File: src/rtl/serial_subtractor_pkg.sv
// ----------------------------------------------------------------------------
// serial_subtractor_pkg
//   Shared definitions for the bit-serial subtractor slice.
//   - state_t   : FSM state encoding (IDLE / SHIFT / DONE)
//   - cnt_width : width of the bit counter for a given operand width
// ----------------------------------------------------------------------------
package serial_subtractor_pkg;

  typedef enum logic [1:0] {
    IDLE  = 2'd0,
    SHIFT = 2'd1,
    DONE  = 2'd2
  } state_t;

  // The counter must index bits 0..width-1; guard against a zero-width
  // counter for degenerate widths.
  function automatic int cnt_width(input int width);
    return (width > 1) ? $clog2(width) : 1;
  endfunction

endpackage

File: src/rtl/serial_subtractor_fa.sv
// ----------------------------------------------------------------------------
// Gate_FA
//   Single-bit gate-level full adder.
//   Ports:
//     a, b   : input  operand bits
//     c_in   : input  carry in
//     sum    : output a ^ b ^ c_in
//     c_out  : output majority(a, b, c_in)
// ----------------------------------------------------------------------------
module Gate_FA (
  input  logic a,
  input  logic b,
  input  logic c_in,
  output logic sum,
  output logic c_out
);

  logic ab_x;

  assign ab_x  = a ^ b;
  assign sum   = ab_x ^ c_in;
  // Majority expressed with the shared half-sum term.
  assign c_out = (a & b) | (ab_x & c_in);

endmodule

File: src/rtl/serial_subtractor.sv
// ----------------------------------------------------------------------------
// serial_subtractor
//   Bit-serial two's-complement subtractor. Computes diff = a - b over WIDTH
//   clock cycles, LSB first, with a single full-adder cell fed ~b and a carry
//   seeded to 1. Start/done handshake; results hold until the next operation
//   completes.
//   Parameters:
//     WIDTH      : operand/result width (>= 2)
//   Ports:
//     clk        : input  clock, rising edge
//     rst        : input  synchronous active-high reset
//     start      : input  request, sampled only in IDLE
//     a, b       : input  minuend / subtrahend, captured on accepted start
//     busy       : output high while shifting
//     done       : output one-cycle pulse when results become valid
//     diff       : output a - b mod 2^WIDTH
//     borrow_out : output 1 when unsigned a < b
//     overflow   : output signed overflow of the subtraction
// ----------------------------------------------------------------------------
module serial_subtractor
  import serial_subtractor_pkg::*;
#(
  parameter int WIDTH = 4
) (
  input  logic             clk,
  input  logic             rst,
  input  logic             start,
  input  logic [WIDTH-1:0] a,
  input  logic [WIDTH-1:0] b,
  output logic             busy,
  output logic             done,
  output logic [WIDTH-1:0] diff,
  output logic             borrow_out,
  output logic             overflow
);

  localparam int            CW   = cnt_width(WIDTH);
  localparam logic [CW-1:0] LAST = CW'(WIDTH - 1);

  state_t           state;
  logic [WIDTH-1:0] a_sh;
  logic [WIDTH-1:0] b_sh;
  // Holds the upper WIDTH-1 result bits; the newest sum bit completes it.
  logic [WIDTH-2:0] res_sh;
  logic [CW-1:0]    cnt;
  logic             carry;
  logic             s;
  logic             c_nxt;
  logic [WIDTH-1:0] res_nxt;

  Gate_FA FA0 (
    .a     (a_sh[0]),
    .b     (~b_sh[0]),
    .c_in  (carry),
    .sum   (s),
    .c_out (c_nxt)
  );

  // Each new sum bit enters at the MSB, so after WIDTH shifts bit 0 sits at
  // the LSB.
  assign res_nxt = {s, res_sh};

  always_ff @(posedge clk) begin
    if (rst) begin
      state      <= IDLE;
      a_sh       <= '0;
      b_sh       <= '0;
      res_sh     <= '0;
      cnt        <= '0;
      carry      <= 1'b0;
      busy       <= 1'b0;
      done       <= 1'b0;
      diff       <= '0;
      borrow_out <= 1'b0;
      overflow   <= 1'b0;
    end else begin
      case (state)
        IDLE: begin
          done <= 1'b0;
          if (start) begin
            a_sh   <= a;
            b_sh   <= b;
            res_sh <= '0;
            // Carry of 1 plus inverted b forms the two's-complement negation.
            carry  <= 1'b1;
            cnt    <= '0;
            busy   <= 1'b1;
            state  <= SHIFT;
          end
        end
        SHIFT: begin
          a_sh   <= a_sh >> 1;
          b_sh   <= b_sh >> 1;
          res_sh <= res_nxt[WIDTH-1:1];
          carry  <= c_nxt;
          cnt    <= cnt + CW'(1);
          if (cnt == LAST) begin
            // On the MSB step, carry is the carry into the MSB and c_nxt the
            // carry out; their XOR is signed overflow.
            diff       <= res_nxt;
            borrow_out <= ~c_nxt;
            overflow   <= carry ^ c_nxt;
            busy       <= 1'b0;
            done       <= 1'b1;
            state      <= DONE;
          end
        end
        DONE: begin
          done  <= 1'b0;
          state <= IDLE;
        end
        default: begin
          busy  <= 1'b0;
          done  <= 1'b0;
          state <= IDLE;
        end
      endcase
    end
  end

endmodule

File: config.mk
export PLATFORM = sky130hd
export DESIGN_NAME = serial_subtractor
export DESIGN_NICKNAME = d
export VERILOG_FILES = /design/src/rtl/serial_subtractor_pkg.sv /design/src/rtl/serial_subtractor_fa.sv /design/src/rtl/serial_subtractor.sv
export SDC_FILE = /design/constraint.sdc
export NUM_CORES = 1
export LEC_CHECK = 0
export ABC_AREA = 0
export BUFFER_PORTS_ARGS = -buffer_cell sky130_fd_sc_hd__buf_2
export CORE_MARGIN = 2
export CORE_UTILIZATION = 47
export DETAILED_ROUTE_END_ITERATION = 7
export MAX_ROUTING_LAYER = met4
export PLACE_DENSITY_LB_ADDON = 0.3
export SYNTH_ARGS = -nofsm -noshare
export SYNTH_HDL_FRONTEND = slang
export SYNTH_HIERARCHICAL = 1
export SYNTH_SLANG_ARGS = --single-unit
File: constraint.sdc
create_clock -name clk -period 1.2 [get_ports clk]
set_input_delay 0.06 -clock clk [delete_from_list [all_inputs] [get_ports clk]]
set_output_delay 0.06 -clock clk [all_outputs]
set_load 0.02 [all_outputs]
==> results of run 1 <==
==> Yosys cell counts <==
master / n
dfxtp_1: 24
nor2_1: 16
mux2i_1: 8
a21oi_1: 7
a211oi_1: 6
a22oi_1: 6
nand2_1: 5
nand3_1: 5
nor3_1: 4
clkbuf_1: 3
buf_6: 2
inv_1: 2
a311oi_1: 1
and2b_2: 1
buf_2: 1
buf_4: 1
fa_1: 1
ha_1: 1
nand2b_1: 1
nand2b_2: 1
nand3b_1: 1
nor2b_1: 1
nor3b_1: 1
o21ai_0: 1
o21bai_2: 1
xor2_1: 1
==> final timing paths <==
path,start,to,slack [ns],cells past startpoint
hold reg to reg,diff[0],diff[0],0.46,2
hold / removal,b[3],b_sh[3],0.01,3
setup / recovery,carry,res_sh[2],0.01,3
setup reg to reg,carry,res_sh[2],0.01,3
==> power by group <==
| part | switching [mW] | internal (mW) | leakage [nW] |
|---|---|---|---|
| combinational | 0.100 | 0.0937 | 0.265 |
| clock | 0.225 | 0.117 | 0.0138 |
| sequential | 0.0258 | 0.835 | 0.198 |
==> sequential cells by signal, indices dropped and copies added, names as in the netlist <==
name        flops
a_sh            4
b_sh            4
diff            4
res_sh          3
cnt             2
state           2
borrow_out      1
busy            1
carry           1
done            1
overflow        1
==> stage by stage <==
| step | setup WS (ns) | setup TNS, ns |
|---|---|---|
| floorplan | 0.0274 | 0 |
| global placement | 0.0433 | 0 |
| detailed placement | -0.0107 | -0.0107 |
| CTS | 0.00129 | 0 |
| global route | -0.0489 | -0.200 |
| finish | 0.0141 | 0 |
==> worst min-delay path: cells and delay by family <==
kind / cells / cell delay, ns
AND/OR/NAND/NOR: 1 / 0.09
AO/OA/AOI/OAI: 1 / 0.05
buffers and inverters: 1 / 0.08
==> layout make-up <==
type	count	area, µm²	area share, %
Sequential cell	24	485	42.3
Timing Repair Buffer	23	143	12.4
Tap cell	27	33.8	2.94
Multi-Input combinational cell	69	457	39.8
Clock buffer	3	22.5	1.96
Inverter	2	7.51	0.654
==> layer usage <==
metal	vias to the layer above	routed length, µm	track usage (%)
met4	0	9	6.94
met5	-	0	-
met3	2	76	3.33
met2	16	839	25.8
met1	371	868	24.2
li1	396	-	-
==> cells by family (layout without fill, tap and decap cells) <==
logic type / count (synthesis) / count (layout) / synth area share [%]
buf+inv: 9 / 28 / 5.52
fa+ha+maj: 2 / 2 / 3.34
compound gates: 22 / 22 / 15.4
flops: 24 / 24 / 49.3
xor+xnor: 1 / 1 / 0.899
simple gates: 36 / 36 / 17.3
mux: 8 / 8 / 8.22
==> timing repair <==
action	CTS	global route
resized for setup	3	5
setup endpoints to repair	2	17
hold buffers	1	0
endpoints found under the hold margin	1	0
pin swaps	3	3
==> flow_summary.json, run 1 <==
{
  "vias": 785,
  "rsz0062_at_grt": "true",
  "cp_max_fo": 2,
  "synth_top_area_share_pct": 49.3,
  "cts_buffers": 3,
  "routed_wirelength_um": 1790,
  "slowest_stage": "fa_2",
  "postLayoutCellArea_um2": 1150,
  "hold_path.class": "in -> reg",
  "core_area_um2": 1960,
  "worstMarginPinSlew_ns": 0.434,
  "grt_pass1_wl_um": 3350,
  "synthesis.nets": 115,
  "cts.clk_slew.worst_paths_ns": 0.12,
  "wire_per_inst_um": 12.1,
  "synth_largest_area_cell": "dfxtp_1",
  "worst_setup_path_start_kind": "flip-flop",
  "p_total_mw": 1.40,
  "dieHeight_um": 49.5,
  "ys_warn_count": 6,
  "setup_viol": 0,
  "cts_tree": "yes",
  "hpwl_um": 1240,
  "postRouteAntennaNets": 0,
  "drv_cap": 0,
  "p_leak_nw": 0.476,
  "grt_start_max_net_pins": 25,
  "num-nets-final": 136,
  "crit_family": "adder cells",
  "diodes": 0,
  "min_period_ns": 1.19,
  "fillers": 199,
  "period_share_pct": 98.8,
  "rows": 16,
  "syn_to_final_growth_pct": 17.8,
  "first_iter_violations": 21,
  "maxSlewViolCount": 0,
  "htree_levels": 1,
  "first_pass_iters": 4,
  "path_class": "reg -> reg",
  "final_cells": 148,
  "syn_avg_cell_area_um2": 9.56,
  "cts_buffer_depth": 2,
  "ys_seq_area_share_pct": 49.3,
  "final_hold_viol_count": 0,
  "cts_num_sinks": 24,
  "synthCells": 102,
  "die_w_um": 49.5,
  "synth_area_um2": 975,
  "drc": 0,
  "dpl.cell_count": 144,
  "antenna_found_initial": 0,
  "gp_congestion": 0.784,
  "postCtsSetupBuffers": 0,
  "clk_latency_ns": 0.30,
  "cp.arrival_ns": 1.38,
  "power_per_cell_area_nw_per_um2": 1220,
  "ir_drop_mv": 0.646,
  "cp_cell_sequence": "fa_2 -> a22oi_2 -> nor2_1",
  "cp.required_ns": 1.39,
  "ioPinCount": 19,
  "dieArea_um2": 2450,
  "yosysUniqueCellTypes": 26,
  "viasPerCell": 5.30,
  "drive_above_1_share_pct": 28.9,
  "cts-root-buf": "clkbuf_4",
  "grtUsageTotal_pct": 17.7,
  "port_buffers": 18,
  "placed_cell_area_um2": 1100,
  "fmax_ghz": 0.843,
  "synth_seq_cells": 24,
  "start_util_pct": 49.7,
  "cp-end-kind": "flip-flop",
  "status": "complete, no violations",
  "final_common_cell": "dfxtp_1",
  "hold_slack_ns": 0.0105,
  "layout_common_cells": "20 x dfxtp_1, 18 x buf_2, 16 x nor2_1",
  "grt_overflow": 0,
  "fin_skew_ns": 0.00162,
  "grt_pass1_vias": 739,
  "post-route-util_pct": 58.5,
  "synth_area_leaders": "dfxtp_1 49%, mux2i_1 8.2%, nor2_1 6.2%, a211oi_1 4.6%, a22oi_1 4.6%",
  "slew_headroom_pct": 71.1,
  "cp_num_buf_inv": 0,
  "cpPeakStageDelay_ns": 0.46
}
(Power assumes the default switching activity.)
==> inputs of run 2 (changes only) <==
Settings changed: SYNTH_HIERARCHICAL 1 to not set.
==> flow_summary.json, run 2 <==
{
  "status": "complete, no violations",
  "yosysUniqueCellTypes": 26,
  "synth_top_area_share_pct": 49.3,
  "synth_compound_area_share_pct": 15.4,
  "die_w_um": 49.5,
  "grt_start_max_net_pins": 25,
  "first_pass_iters": 4,
  "antenna_found_initial": 0,
  "largestRegisters": "a_sh (4), b_sh (4), diff (4)",
  "p_leak_nw": 0.504,
  "grtUsageTotal_pct": 15.6,
  "period_share_pct": 99.7,
  "muxShareOfSynthArea_pct": 8.22,
  "setup_viol": 0,
  "cts_num_sinks": 24,
  "ir_drop_mv": 0.616,
  "cp.required_ns": 1.44,
  "grt_overflow": 0,
  "num-nets-final": 140,
  "synthesis.nets": 115,
  "synthCells": 102,
  "synth_top_family_by_area": "simple AND/OR/NAND/NOR gates",
  "maxSlewViolCount": 0,
  "ioPinCount": 19,
  "diodes": 0,
  "synth_area_um2": 975,
  "slew_headroom_pct": 70.4,
  "rsz0062_at_grt": "true",
  "power_per_cell_area_nw_per_um2": 1150,
  "cts_buffers": 3,
  "fin_ws_ns": 0.00311,
  "synth_fa_ha_area_share_pct": 3.34,
  "routed_wirelength_um": 1830,
  "synth_largest_area_cell": "dfxtp_1",
  "min_period_ns": 1.20,
  "cts_buffer_depth": 2,
  "start_util_pct": 49.7,
  "synth_seq_cells": 24,
  "ys_top_cells_by_count": "24 x dfxtp_1, 16 x nor2_1, 8 x mux2i_1, 7 x a21oi_1",
  "drc": 0,
  "synthFlopType": "dfxtp_1",
  "drive_above_1_share_pct": 35.2,
  "htree_levels": 1,
  "worstMarginPinSlew_ns": 0.445,
  "gp_congestion": 0.772,
  "final_cells": 152,
  "grt_pass1_wl_um": 2970,
  "hold_path.class": "in -> reg",
  "ys_seq_area_share_pct": 49.3,
  "rows": 16,
  "cp.arrival_ns": 1.43,
  "core_area_um2": 1960,
  "layout_common_cells": "18 x dfxtp_1, 18 x buf_2, 16 x nor2_1",
  "synth_xor_area_share_pct": 0.899,
  "fmax_ghz": 0.836,
  "hold_slack_ns": 0.0843,
  "setup-tns-final_ns": 0,
  "hpwl_um": 1220,
  "dpl.cell_count": 145,
  "wire_per_inst_um": 12.0,
  "placed_cell_area_um2": 1100,
  "viasPerCell": 5.15,
  "clk_latency_ns": 0.30,
  "dieHeight_um": 49.5,
  "cp_max_fo": 2,
  "port_buffers": 18,
  "syn_avg_cell_area_um2": 9.56,
  "fillers": 173,
  "dieArea_um2": 2450,
  "worst_setup_path_start_kind": "flip-flop",
  "fin_skew_ns": 0.00105,
  "path_class": "reg -> reg",
  "final_hold_viol_count": 0,
  "postLayoutCellArea_um2": 1220,
  "first_iter_violations": 12,
  "cts-root-buf": "clkbuf_4",
  "syn_to_final_growth_pct": 25.5,
  "cp-end-kind": "flip-flop",
  "cts.clk_slew.worst_paths_ns": 0.12,
  "ys_async_sr_fraction_pct": 0,
  "synth_area_leaders": "dfxtp_1 49%, mux2i_1 8.2%, nor2_1 6.2%, a211oi_1 4.6%, a22oi_1 4.6%",
  "synth_edf_count": 0,
  "yosys.area_share.simple_pct": 17.3,
  "postRouteAntennaNets": 0,
  "synthMostInstantiatedCell": "dfxtp_1",
  "drv_cap": 0,
  "cts_tree": "yes",
  "vias": 783,
  "grt_pass1_vias": 685,
  "ys_warn_count": 0,
  "place_ws_ns": -0.0519
}
run 2: cell counts after synthesis:
Identical to the previous run, type by type.
run 2: through the flow:
stage	total power, mW	utilization (%)
6_report	1.41	62.4
5_1_grt	1.48	62.4
4_1_cts	1.39	59.2
3_5_place_dp	1.06	56.3
3_3_place_gp	1.05	56.3
2_1_floorplan	1.01	-
run 2: power breakdown:
group / switching, mW / internal, mW / total (mW)
registers: 0.0306 / 0.836 / 0.867
clock network: 0.210 / 0.117 / 0.327
logic: 0.104 / 0.112 / 0.216
run 2: timing repair:
action	4_1_cts	5_1_grt
setup endpoints to repair	4	13
hold endpoints to repair	2	0
hold buffers	2	0
cloned	0	0
buffers inserted	0	2
resized for setup	7	10
pin swaps	2	7
run 2: metal layers:
layer / vias up / GRT usage [%] / wire, µm
met1: 360 / 20.7 / 896
met5: - / - / 0
met3: 2 / 2.73 / 73
li1: 407 / - / -
met2: 14 / 23.8 / 846
met4: 0 / 5.56 / 12
run 2: cells by family (layout without fill, tap and decap cells):
kind of cell,Yosys count,in the layout
compound gates,22,22
xor+xnor,1,1
fa+ha+maj,2,2
buf+inv,9,32
flops,24,24
mux,8,8
simple gates,36,36
run 2: worst paths after layout:
kind / start / endpoint / slack, ns / cells after the start
min: b[0] / b_sh[0] / 0.08 / 3
max: carry / diff[3] / 0.003 / 3
max reg2reg: carry / diff[3] / 0.003 / 3
min reg2reg: diff[1] / diff[1] / 0.46 / 2
run 2: cell type report:
cell class	count	area [µm²]	area share, %
clock buffers	3	22.5	1.84
inverters	2	7.51	0.613
multi-input cells	69	478	39.1
flip-flops and latches	24	490	40.1
well taps	27	33.8	2.76
repair buffers	27	191	15.6
run 2: critical path, cell delays in order, from the launching register on:
cell and delay [ns]:
dfxtp_2 0.35, fa_2 0.59, nand3_2 0.07, a21oi_2 0.12
